### src/rtl/micro_exec_ctrl.sv
// micro_exec_ctrl: sequences one micro command through optional data-memory access and writeback/redirect.
module micro_exec_ctrl #(
    parameter int TIMEOUT = 255
) (
    input  logic        clk,
    input  logic        rst_n,
    input  logic        cmd_valid,
    output logic        cmd_ready,
    input  logic [13:0] micro_cmd,
    input  logic [31:0] alu_res,
    input  logic [31:0] rs2_data,
    input  logic [31:0] pc,
    input  logic        br_taken,
    output logic        mem_req,
    output logic        mem_we,
    output logic [31:0] mem_addr,
    output logic [3:0]  mem_wstrb,
    output logic [31:0] mem_wdata,
    input  logic        mem_ack,
    input  logic [31:0] mem_rdata,
    output logic        rf_wen,
    output logic [31:0] rf_wdata,
    output logic        pc_jump,
    output logic [31:0] pc_target,
    output logic        done,
    output logic        err
);
    typedef enum logic [1:0] {IDLE, MEM, WB} state_t;
    state_t state, state_nx;
    logic [13:0] cmd_q;
    logic [31:0] alu_q, rs2_q, pc_q, load_q, lane;
    logic        br_q, err_q;
    logic [7:0]  cnt;
    logic        accept, fault, timeout_hit;
    logic [1:0]  in_rd, in_wr, in_sz, rd_q, wr_q;
    logic        unused_ok;
    assign in_rd       = micro_cmd[8:7];
    assign in_wr       = micro_cmd[10:9];
    assign in_sz       = in_rd | in_wr;
    assign rd_q        = cmd_q[8:7];
    assign wr_q        = cmd_q[10:9];
    assign accept      = cmd_valid & cmd_ready;
    assign fault       = (|in_rd & |in_wr) | (in_sz == 2'd2 & alu_res[0]) | (in_sz == 2'd3 & |alu_res[1:0]);
    assign timeout_hit = cnt == 8'(TIMEOUT - 1);
    assign unused_ok   = ^{cmd_q[6:4], cmd_q[2:0]};
    always_ff @(posedge clk or negedge rst_n) begin
        if (!rst_n) state <= IDLE;
        else        state <= state_nx;
    end
    always_comb begin
        state_nx = state;
        case (state)
            IDLE:    if (accept) state_nx = (|in_sz && !fault) ? MEM : WB;
            MEM:     if (mem_ack || timeout_hit) state_nx = WB;
            WB:      state_nx = IDLE;
            default: state_nx = IDLE;
        endcase
    end
    // Read data is aligned to bit 0 before sign/zero extension.
    assign lane = mem_rdata >> {alu_q[1:0], 3'b000};
    always_ff @(posedge clk or negedge rst_n) begin
        if (!rst_n) begin
            cmd_q  <= '0;
            alu_q  <= '0;
            rs2_q  <= '0;
            pc_q   <= '0;
            br_q   <= 1'b0;
            err_q  <= 1'b0;
            load_q <= '0;
            cnt    <= '0;
        end else if (accept) begin
            cmd_q <= micro_cmd;
            alu_q <= alu_res;
            rs2_q <= rs2_data;
            pc_q  <= pc;
            br_q  <= br_taken;
            err_q <= fault;
            cnt   <= '0;
        end else if (state == MEM) begin
            if (mem_ack)
                load_q <= rd_q == 2'd1 ? {{24{~cmd_q[3] & lane[7]}}, lane[7:0]} :
                          rd_q == 2'd2 ? {{16{~cmd_q[3] & lane[15]}}, lane[15:0]} : lane;
            else begin
                cnt <= cnt + 8'd1;
                if (timeout_hit) err_q <= 1'b1;
            end
        end
    end
    assign cmd_ready = state == IDLE;
    assign mem_req   = state == MEM;
    assign mem_we    = mem_req & |wr_q;
    assign mem_addr  = {alu_q[31:2], 2'b00};
    assign mem_wstrb = wr_q == 2'd1 ? 4'b0001 << alu_q[1:0] :
                       wr_q == 2'd2 ? 4'b0011 << alu_q[1:0] :
                       wr_q == 2'd3 ? 4'b1111 : 4'b0000;
    assign mem_wdata = wr_q == 2'd1 ? {4{rs2_q[7:0]}} : wr_q == 2'd2 ? {2{rs2_q[15:0]}} : rs2_q;
    assign done      = state == WB;
    assign err       = done & err_q;
    assign rf_wen    = done & cmd_q[13] & ~err_q;
    assign rf_wdata  = (cmd_q[13] & cmd_q[12]) ? pc_q + 32'd4 : |rd_q ? load_q : alu_q;
    assign pc_jump   = done & cmd_q[12] & ~err_q & (cmd_q[13] | br_q);
    assign pc_target = cmd_q[11] ? alu_q : {alu_q[31:1], 1'b0};
endmodule

### config.mk
export PLATFORM = sky130hd
export DESIGN_NAME = micro_exec_ctrl
export DESIGN_NICKNAME = d
export VERILOG_FILES = /design/src/rtl/micro_exec_ctrl.sv
export SDC_FILE = /design/constraint.sdc
export NUM_CORES = 1
export LEC_CHECK = 0
export ABC_AREA = 1
export BUFFER_PORTS_ARGS = -buffer_cell sky130_fd_sc_hd__buf_4
export CAP_MARGIN = 20
export CORE_MARGIN = 5
export CORE_UTILIZATION = 50
export CTS_CLUSTER_SIZE = 30
export DETAILED_ROUTE_END_ITERATION = 6
export PLACE_DENSITY = 0.89
export SYNTH_ARGS = -nofsm -noshare
export SYNTH_HDL_FRONTEND = slang
export SYNTH_SLANG_ARGS = --single-unit
### constraint.sdc
create_clock -name clk -period 2.63 [get_ports clk]
set_input_delay 0.1315 -clock clk [delete_from_list [all_inputs] [get_ports clk]]
set_output_delay 0.1315 -clock clk [all_outputs]
set_load 0.005 [all_outputs]
==> impl_metrics.env, run 1 <==
export IMPL_p_sw_w=0.00443
export IMPL_start_util=0.503
export IMPL_maxCapViolations=0
export IMPL_crit_chain="ha_1, nand2_1, nor2_2, nand2_1, inv_1, nor2_1, o22ai_1, buf_4"
export IMPL_drv_slew=0
export IMPL_fmax_ghz=0.410
export IMPL_slowest_stage="dfrtp_2"
export IMPL_hold_class="primary input to flip-flop"
export IMPL_core_area_sq_um=17800
export IMPL_io_buffers=277
export IMPL_synthXorXnorAreaFrac=0.0107
export IMPL_status="completed"
export IMPL_sw_frac_of_total=0.402
export IMPL_cts_max_level=4
export IMPL_p_leak_nw=6.53
export IMPL_final_setup_viol_count=0
export IMPL_ys_seq_area_frac=0.413
export IMPL_ant_nets=0
export IMPL_power_density_nw_per_um2=898
export IMPL_finalHoldViolations=0
export IMPL_antenna_found_initial=1
export IMPL_start_kind="flip-flop"
export IMPL_final_cell_mix="nand2_1, buf_4, dfrtp_1"
export IMPL_first_global_vias=9476
export IMPL_hpwl_mm=21.9
export IMPL_worst_ir_drop_vdd_uv=511
export IMPL_postSynthCellCount=1306
export IMPL_place_area_sq_um=10700
export IMPL_ios=286
export IMPL_synthMuxAreaShare=0
export IMPL_viasPerCell=5.31
export IMPL_dieWidth_microns=144
export IMPL_layout_drive_gt1_share=0.216
export IMPL_rsz0062_at_grt="no"
export IMPL_grt_pass1_wl_mm=48.8
export IMPL_yosys_area_top_type="dfrtp_1"
export IMPL_period_share=0.926
export IMPL_clock_path_buffers=2
export IMPL_skew_ps=7.67
export IMPL_internal_power_w=0.00660
export IMPL_synth_area_sq_um=8980
export IMPL_ys_ff_latch=148
export IMPL_synth_yosys_warnings=0
export IMPL_whs_ps=26.7
export IMPL_grt_usage=0.303
export IMPL_synth_top_family_by_area="simple AND/OR/NAND/NOR gates"
export IMPL_vias=9741
export IMPL_cts_made_buffers=17
export IMPL_dieArea_sq_um=20700
export IMPL_routed_wl_mm=32.0
export IMPL_slowest_delay_ps=460
export IMPL_wl_per_cell_microns=17.4
export IMPL_tritoncts="yes"
export IMPL_synth_compound_area_share=0.102
export IMPL_cp_required_ps=2500
export IMPL_cp_arrival_ps=2310
export IMPL_pwr_share_seq=0.334
export IMPL_worst_setup_path_type="flip-flop to primary output"
export IMPL_area_growth_pct=36.8
export IMPL_cts_root_buf="clkbuf_16"
export IMPL_fillers=1373
export IMPL_crit_top_cell="nand2_1"
export IMPL_antenna_cells=0
export IMPL_drt_pass1_iter_count=5
export IMPL_crit_fanout=7
export IMPL_regArea_sq_um=3700
export IMPL_drcViolationCount=0
export IMPL_combPwrFrac=0.458
export IMPL_nets=1749
export IMPL_place_congestion=0.975
export IMPL_tightest_slew_ps=782
export IMPL_multiInputGateArea_sq_um=4140
export IMPL_clk_latency_ps=420
export IMPL_yosys_top_cells_area="dfrtp_1, nand2_1, buf_4"
export IMPL_synthAdderAreaFrac=0.00976
export IMPL_fin_area_sq_um=12300
export IMPL_clkPwrFrac=0.208
export IMPL_cp_end_kind="primary output"
export IMPL_die_h_microns=144
export IMPL_async_flop_share=1.00
export IMPL_num_rows=49
export IMPL_syn_avg_cell_area_sq_um=6.87
export IMPL_synth_cell_types=31
export IMPL_layout_commonest_cell="nand2_1"
export IMPL_slew_limit_headroom=0.478
export IMPL_synth_simple_area_share=0.337
export IMPL_clock_sinks=148
export IMPL_tns_ps=0
export IMPL_clk_pin_slew_worst_paths_ps=60
export IMPL_synth_edf_count=0
export IMPL_overflow=0
export IMPL_drt_iter0_markers=726
export IMPL_synth_flop_cell="dfrtp_1"
export IMPL_period_needed_ps=2440
export IMPL_grt_max_degree=80
export IMPL_yosysTopAreaCellShare=0.413
cell families after synthesis:
logic type                 after synthesis
AOI/OAI and AO/OA                      153
and+or+nand+nor                        774
xor gates and xnor gates                11
adders and majority gates                7
DFF                                    148
other                                    1
buffers and inverters                  212
final timing paths:
kind / startpoint / to / slack, ps / depth (start not counted)
max in group asynchronous: rst_n / load_q[31] / 1500 / 3
min: alu_res[0] / alu_q[0] / 30 / 3
min reg2reg: load_q[3] / load_q[3] / 480 / 2
max reg2reg: state[1] / cnt[6] / 740 / 7
min in group asynchronous: rst_n / alu_q[24] / 320 / 2
max: pc_q[2] / rf_wdata[10] / 190 / 8
through the flow:
step | util | total power, W | worst slack, ps | std cells
3_3_place_gp | 0.599 | 0.00835 | 619 | 1700
3_5_place_dp | 0.599 | 0.00845 | 620 | 1700
6_report | 0.689 | 0.0110 | 193 | 1835
2_1_floorplan | - | 0.00639 | 1100 | 1307
4_1_cts | 0.688 | 0.0109 | 157 | 1835
5_1_grt | 0.689 | 0.0117 | 55.3 | 1835
final cells by class:
class | instances | area share
Tap cell | 229 | 0.0233
Timing Repair Buffer | 398 | 0.268
Sequential cell | 148 | 0.302
Clock inverter | 9 | 0.00672
Multi-Input combinational cell | 947 | 0.337
Clock buffer | 21 | 0.0375
Inverter | 83 | 0.0256
layer usage:
metal	global-route usage	wire, microns	share of wire	up-vias
met1	0.359	12000	0.37	4503
met5	0	20	0.00063	-
met3	0.0873	3360	0.10	92
met2	0.510	15300	0.48	559
li1	-	-	-	4585
met4	0.138	1310	0.041	2
timing repair:
action,4_1_cts,5_1_grt
endpoints found under the setup margin,0,2
hold buffers,105,0
endpoints found under the hold margin,181,0
setup buffers,0,0
resized for setup,0,1
synthesized netlist by cell type, drive strengths merged, types with 4 or more instances:
cell and n:
nand2 631, o211ai 26, a22oi 7, o22ai 6, inv 83, ha 7, dfrtp 148, clkbuf 19
a21boi 17, nand4 4, xor2 10, buf 110, a21oi 29, nand3 55, nor2 82, o21ai 65
flip-flops by register name, summed over array words and instances (netlist names):
name,flops
alu_q,32
pc_q,32
cmd_q,8
err_q,1
br_q,1
state,2
rs2_q,32
load_q,32
cnt,8
power groups by stage:
stage	Sequential [W]	Clock, W	Combinational [W]
after global routing	0.00375	0.00242	0.00555
after floorplan	0.00343	0	0.00296
after detailed placement	0.00367	0	0.00478
after global placement	0.00365	0	0.00470
final	0.00368	0.00230	0.00505
after CTS	0.00364	0.00233	0.00494
worst max-delay path: cells and delay by family, from the launching register on:
family,cells,cell delay (ps)
buffers and inverters,2,320
adder cells (fa/ha/maj),1,280
AO/OA/AOI/OAI,1,280
AND/OR/NAND/NOR,4,550
flip-flops,1,460
Power figures use the tool's default switching activity.
==> run 2: changes to the inputs <==
Settings changed: ABC_AREA 1 to unset, CORE_UTILIZATION 50 to 40, PLACE_DENSITY 0.89 to 0.75.
==> run 2 against run 1 <==
Compared with the run above:
- the flow now finishes with violations (negative hold slack)
- global-route usage is 7.3 points lower
- critical endpoint is now rf_wdata[28]
- die area up 22%
- first-iteration DRC count increased by 13%
- area after synthesis down 0.70%
- worst hold slack worse by 28 ps
- sequential share of layout area shrank 0.57 points
==> impl_metrics.env, run 2 <==
export IMPL_start_kind="flip-flop"
export IMPL_final_setup_viol_count=0
export IMPL_clk_latency_ps=420
export IMPL_power_density_nw_per_um2=865
export IMPL_period_needed_ps=2590
export IMPL_clkPwrFrac=0.246
export IMPL_maxCapViolations=0
export IMPL_area_growth_pct=40.6
export IMPL_period_share=0.985
export IMPL_p_leak_nw=5.90
export IMPL_pwr_share_seq=0.337
export IMPL_fillers=1927
export IMPL_dieWidth_microns=159
export IMPL_slowest_delay_ps=480
export IMPL_antenna_cells=0
export IMPL_slowest_stage="or3_4"
export IMPL_grt_usage=0.229
export IMPL_worst_setup_path_type="flip-flop to primary output"
export IMPL_finalHoldViolations=1
export IMPL_wl_per_cell_microns=18.3
export IMPL_skew_ps=10.7
export IMPL_worst_ir_drop_vdd_uv=425
export IMPL_yosys_top_cells_area="dfrtp_1, nand2_1, buf_4"
export IMPL_clock_sinks=148
export IMPL_grt_max_degree=107
export IMPL_cp_required_ps=2500
export IMPL_layout_drive_gt1_share=0.277
export IMPL_layout_commonest_cell="nand2_1"
export IMPL_antenna_found_initial=0
export IMPL_fin_area_sq_um=12500
export IMPL_cts_root_buf="clkbuf_16"
export IMPL_ant_nets=0
export IMPL_syn_avg_cell_area_sq_um=8.19
export IMPL_place_congestion=0.873
export IMPL_ios=286
export IMPL_combPwrFrac=0.417
export IMPL_io_buffers=277
export IMPL_num_rows=54
export IMPL_first_global_vias=8792
export IMPL_cts_max_level=4
export IMPL_routed_wl_mm=30.5
export IMPL_critPathBufInv=1
export IMPL_core_area_sq_um=21900
export IMPL_vias=8840
export IMPL_violations="negative hold slack"
export IMPL_crit_chain="ha_4, nand3_4, or3_4, or4_1, a31oi_1, buf_4"
export IMPL_cp_arrival_ps=2460
export IMPL_multiInputGateArea_sq_um=4470
export IMPL_die_h_microns=159
export IMPL_status="complete, but fails checks"
export IMPL_synth_area_sq_um=8910
export IMPL_yosysTopAreaCellShare=0.415
export IMPL_internal_power_w=0.00686
export IMPL_fmax_ghz=0.386
export IMPL_synth_yosys_warnings=0
export IMPL_rsz0062_at_grt="yes"
export IMPL_drt_iter0_markers=819
export IMPL_clock_path_buffers=2
export IMPL_yosys_area_top_type="dfrtp_1"
export IMPL_cp_end_kind="primary output"
export IMPL_ys_ff_latch=148
export IMPL_clk_pin_slew_worst_paths_ps=60
export IMPL_slew_limit_headroom=0.350
export IMPL_synth_flop_cell="dfrtp_1"
export IMPL_synth_cell_types=53
export IMPL_start_util=0.407
export IMPL_dieArea_sq_um=25400
export IMPL_place_area_sq_um=10700
export IMPL_drcViolationCount=0
export IMPL_drv_slew=0
export IMPL_synth_top_cells_by_count="nand2_1, dfrtp_1, o21ai_0, buf_4, clkbuf_1"
export IMPL_postSynthCellCount=1089
export IMPL_final_cell_mix="nand2_1, buf_4, dfrtp_1"
export IMPL_hold_class="primary input to flip-flop"
export IMPL_drt_pass1_iter_count=5
export IMPL_crit_fanout=6
export IMPL_whs_ps=-1.37
export IMPL_nets=1529
export IMPL_tightest_slew_ps=969
export IMPL_grt_pass1_wl_mm=47.8
export IMPL_async_flop_share=1.00
export IMPL_ys_seq_area_frac=0.415
export IMPL_synth_most_common_cell="nand2_1"
export IMPL_synth_edf_count=0
export IMPL_p_total_w=0.0108
export IMPL_tritoncts="yes"
export IMPL_viasPerCell=5.30
export IMPL_critPathTopFamily="simple AND/OR/NAND/NOR gates"
export IMPL_hpwl_mm=20.8
export IMPL_regArea_sq_um=3710
export IMPL_p_sw_w=0.00399
export IMPL_overflow=0
export IMPL_sw_frac_of_total=0.368
export IMPL_cts_made_buffers=17
-- run 2: worst paths after layout --
check                      depth (start not counted)  slack (ps)           end          from
min reg2reg                                        2         470     rs2_q[17]     rs2_q[17]
min                                                3          -1      cmd_q[8]  micro_cmd[8]
max reg2reg                                        4         570    load_q[11]      alu_q[0]
min in group asynchronous                          2         270     alu_q[28]         rst_n
max                                                6          40  rf_wdata[28]       pc_q[3]
max in group asynchronous                          3        1540     rs2_q[25]         rst_n
-- run 2: through the flow --
step	setup TNS, ps	std cells	utilization	setup slack (ps)
final	0	1668	0.572	38.3
after global placement	0	1527	0.491	426
after global routing	-160	1668	0.572	-34.0
after floorplan	0	1090	-	632
after detailed placement	0	1527	0.491	417
after CTS	0	1662	0.567	22.4
-- run 2: worst min-delay path, cell delays in order --
cell and delay [ps]:
buf_4 110, nand2_1 80, nand2_1 60
-- run 2: per-layer routing --
| layer | global-route usage | routed length [microns] | vias to the layer above |
|---|---|---|---|
| met4 | 0.0834 | 947 | 0 |
| li1 | - | - | 4213 |
| met3 | 0.0559 | 2220 | 62 |
| met2 | 0.370 | 14400 | 385 |
| met1 | 0.301 | 12900 | 4180 |
| met5 | 0 | 0 | - |
-- run 2: repair_timing --
action                                  4_1_cts  5_1_grt
pin swaps                                     2       12
buffers inserted                              1        4
gates cloned                                  0        1
resized for setup                             0       18
hold endpoints to repair                    161        0
hold buffers                                102        0
endpoints found under the setup margin        2        9
-- run 2: final cells by class --
cell class | instances | share of cell area
Sequential cell | 148 | 0.296
Clock buffer | 20 | 0.0364
Clock inverter | 12 | 0.0143
Inverter | 10 | 0.00300
Multi-Input combinational cell | 794 | 0.356
Tap cell | 280 | 0.0280
Timing Repair Buffer | 404 | 0.266
-- run 2: cell families (layout without fill, tap and decap cells) --
| family | after synthesis | after routing | share of synthesized area |
|---|---|---|---|
| AND/OR/NAND/NOR | 492 | 493 | 0.245 |
| flip-flops | 148 | 148 | 0.415 |
| multiplexers | 56 | 56 | 0.0678 |
| other | 1 | 2 | 0.000421 |
| adder cells (fa/ha/maj) | 8 | 8 | 0.0109 |
| AO/OA/AOI/OAI | 216 | 216 | 0.148 |
| XOR/XNOR | 19 | 19 | 0.0187 |
| buffers and inverters | 149 | 446 | 0.0945 |
-- run 2: power by group through the flow --
stage               registers, W  clock network, W  logic [W]
floorplan                0.00337                 0    0.00265
global placement         0.00364                 0    0.00425
detailed placement       0.00366                 0    0.00432
CTS                      0.00363           0.00269    0.00446
global route             0.00375           0.00279    0.00496
finish                   0.00366           0.00266    0.00452
==> run 3: changes to the inputs <==
Settings changed: CORE_MARGIN 5 to unset, CORE_UTILIZATION 40 to 55, PLACE_DENSITY 0.75 to 0.85.
==> run 3 against run 2 <==
Compared with the run above:
- the run now ends clean
- critical path depth up 1
- worst setup slack worse by 25 ps
- combinational power up 2%
- largest power group unchanged
- largest cell class unchanged
==> impl_metrics.env, run 3 (synthesized netlist as in run 2, its figures left out) <==
export IMPL_status="completed"
export IMPL_tritoncts="yes"
export IMPL_overflow=0
export IMPL_worst_setup_path_type="flip-flop to primary output"
export IMPL_hpwl_mm=18.6
export IMPL_worst_ir_drop_vdd_uv=511
export IMPL_cts_root_buf="clkbuf_16"
export IMPL_wl_per_cell_microns=18.9
export IMPL_clock_path_buffers=2
export IMPL_viasPerCell=5.80
export IMPL_place_congestion=0.894
export IMPL_p_leak_nw=5.92
export IMPL_finalHoldViolations=0
export IMPL_crit_top_cell="buf_4"
export IMPL_antenna_cells=0
export IMPL_crit_fanout=6
export IMPL_io_buffers=277
export IMPL_drv_slew=0
export IMPL_drt_iter0_markers=916
export IMPL_drcViolationCount=0
export IMPL_instances_no_fill=1612
export IMPL_cp_end_kind="primary output"
export IMPL_grt_max_degree=77
export IMPL_period_needed_ps=2620
export IMPL_critPathBufInv=2
export IMPL_period_share=0.995
export IMPL_maxCapViolations=0
export IMPL_grt_usage=0.357
export IMPL_routed_wl_mm=30.4
export IMPL_power_density_nw_per_um2=856
export IMPL_core_area_sq_um=15800
export IMPL_final_cell_mix="nand2_1, buf_4, dfrtp_1"
export IMPL_nets=1538
export IMPL_first_global_vias=9042
export IMPL_area_growth_pct=40.0
export IMPL_start_util=0.563
export IMPL_slowest_delay_ps=480
export IMPL_fmax_ghz=0.382
export IMPL_hold_class="primary input to flip-flop"
export IMPL_ios=286
export IMPL_cp_arrival_ps=2490
export IMPL_skew_ps=10.3
export IMPL_die_h_microns=129
export IMPL_cts_max_level=4
export IMPL_critPathTopFamily="simple AND/OR/NAND/NOR gates"
export IMPL_crit_chain="buf_4, ha_4, nand3_4, or3_4, or4_1, a31oi_1, buf_4"
export IMPL_clk_pin_slew_worst_paths_ps=60
export IMPL_cp_required_ps=2500
export IMPL_slowest_stage="or4_1"
export IMPL_antenna_found_initial=0
export IMPL_slew_limit_headroom=0.341
export IMPL_p_total_w=0.0107
export IMPL_dieWidth_microns=129
export IMPL_placedCellCount=1463
export IMPL_layout_commonest_cell="nand2_1"
export IMPL_final_setup_viol_count=0
export IMPL_layout_drive_gt1_share=0.280
export IMPL_cts_made_buffers=17
export IMPL_clk_latency_ps=430
export IMPL_fin_area_sq_um=12500
export IMPL_grt_pass1_wl_mm=45.6
export IMPL_ant_nets=0
export IMPL_tightest_slew_ps=981
export IMPL_clock_sinks=148
export IMPL_dieArea_sq_um=16700
export IMPL_place_area_sq_um=10700
export IMPL_num_rows=46
export IMPL_vias=9354
export IMPL_drt_pass1_iter_count=5
export IMPL_start_kind="flip-flop"
run 3: changes by cell type in the layout (fill, tap and decap cells not counted), moves of 3 or more:
cell and change:
buf_4 +5, clkbuf_8 +4, dlygate4sd3_1 +4, bufinv_16 -3
o31ai_1 -3, o31ai_2 +3
run 3: per-layer routing:
layer / track usage / vias up / wire length, microns
met5: 0 / - / 0
met4: 0.194 / 0 / 1410
met3: 0.0665 / 123 / 2620
met2: 0.604 / 601 / 14700
met1: 0.432 / 4406 / 11700
li1: - / 4224 / -
run 3: repair_timing:
action                     in CTS  in global routing
gates cloned                    1                  0
hold buffers                  106                  0
setup endpoints to repair       6                 13
gates resized for setup         3                 18
hold endpoints to repair      163                  0
setup buffers                   2                  8
pin swaps                       1                 10
run 3: report_power, final:
group,internal [W],switching (W)
clock,0.00145,0.000963
combinational,0.00232,0.00231
sequential,0.00293,0.000721
total,0.00669,0.00400
run 3: through the flow:
step	setup TNS (ps)	utilization	setup WS (ps)	hold slack [ps]
2_1_floorplan	0	-	632	-164
3_3_place_gp	0	0.675	400	132
3_5_place_dp	0	0.675	348	138
4_1_cts	0	0.781	10.7	20.6
5_1_grt	-592	0.789	-88.7	67.8
6_report	0	0.789	13.4	57.4
run 3: area by class of cell:
| cell class | count | area, sq um |
|---|---|---|
| Multi-Input combinational cell | 794 | 4460 |
| Sequential cell | 148 | 3710 |
| Clock buffer | 24 | 512 |
| Clock inverter | 7 | 71.3 |
| Tap cell | 216 | 270 |
| Timing Repair Buffer | 413 | 3420 |
| Inverter | 10 | 37.5 |
| Fill cell | 981 | 3340 |
run 3: worst paths after layout:
path                       startpoint      endpoint  slack [ps]  cells after the start
max                           pc_q[2]  rf_wdata[28]          10                      7
min                         cmd_valid      state[1]          60                      3
max reg2reg                  alu_q[1]    load_q[29]         580                      5
min reg2reg                 rs2_q[19]     rs2_q[19]         480                      2
max in group asynchronous       rst_n        cnt[2]        1470                      3
min in group asynchronous       rst_n     rs2_q[22]         260                      2
run 3: worst register-to-register path, delay by kind of cell (launching register included):
| kind | cells | cell delay [ps] |
|---|---|---|
| buffers and inverters | 1 | 260 |
| AND/OR/NAND/NOR | 1 | 540 |
| flip-flops | 1 | 580 |
| AO/OA/AOI/OAI | 3 | 590 |
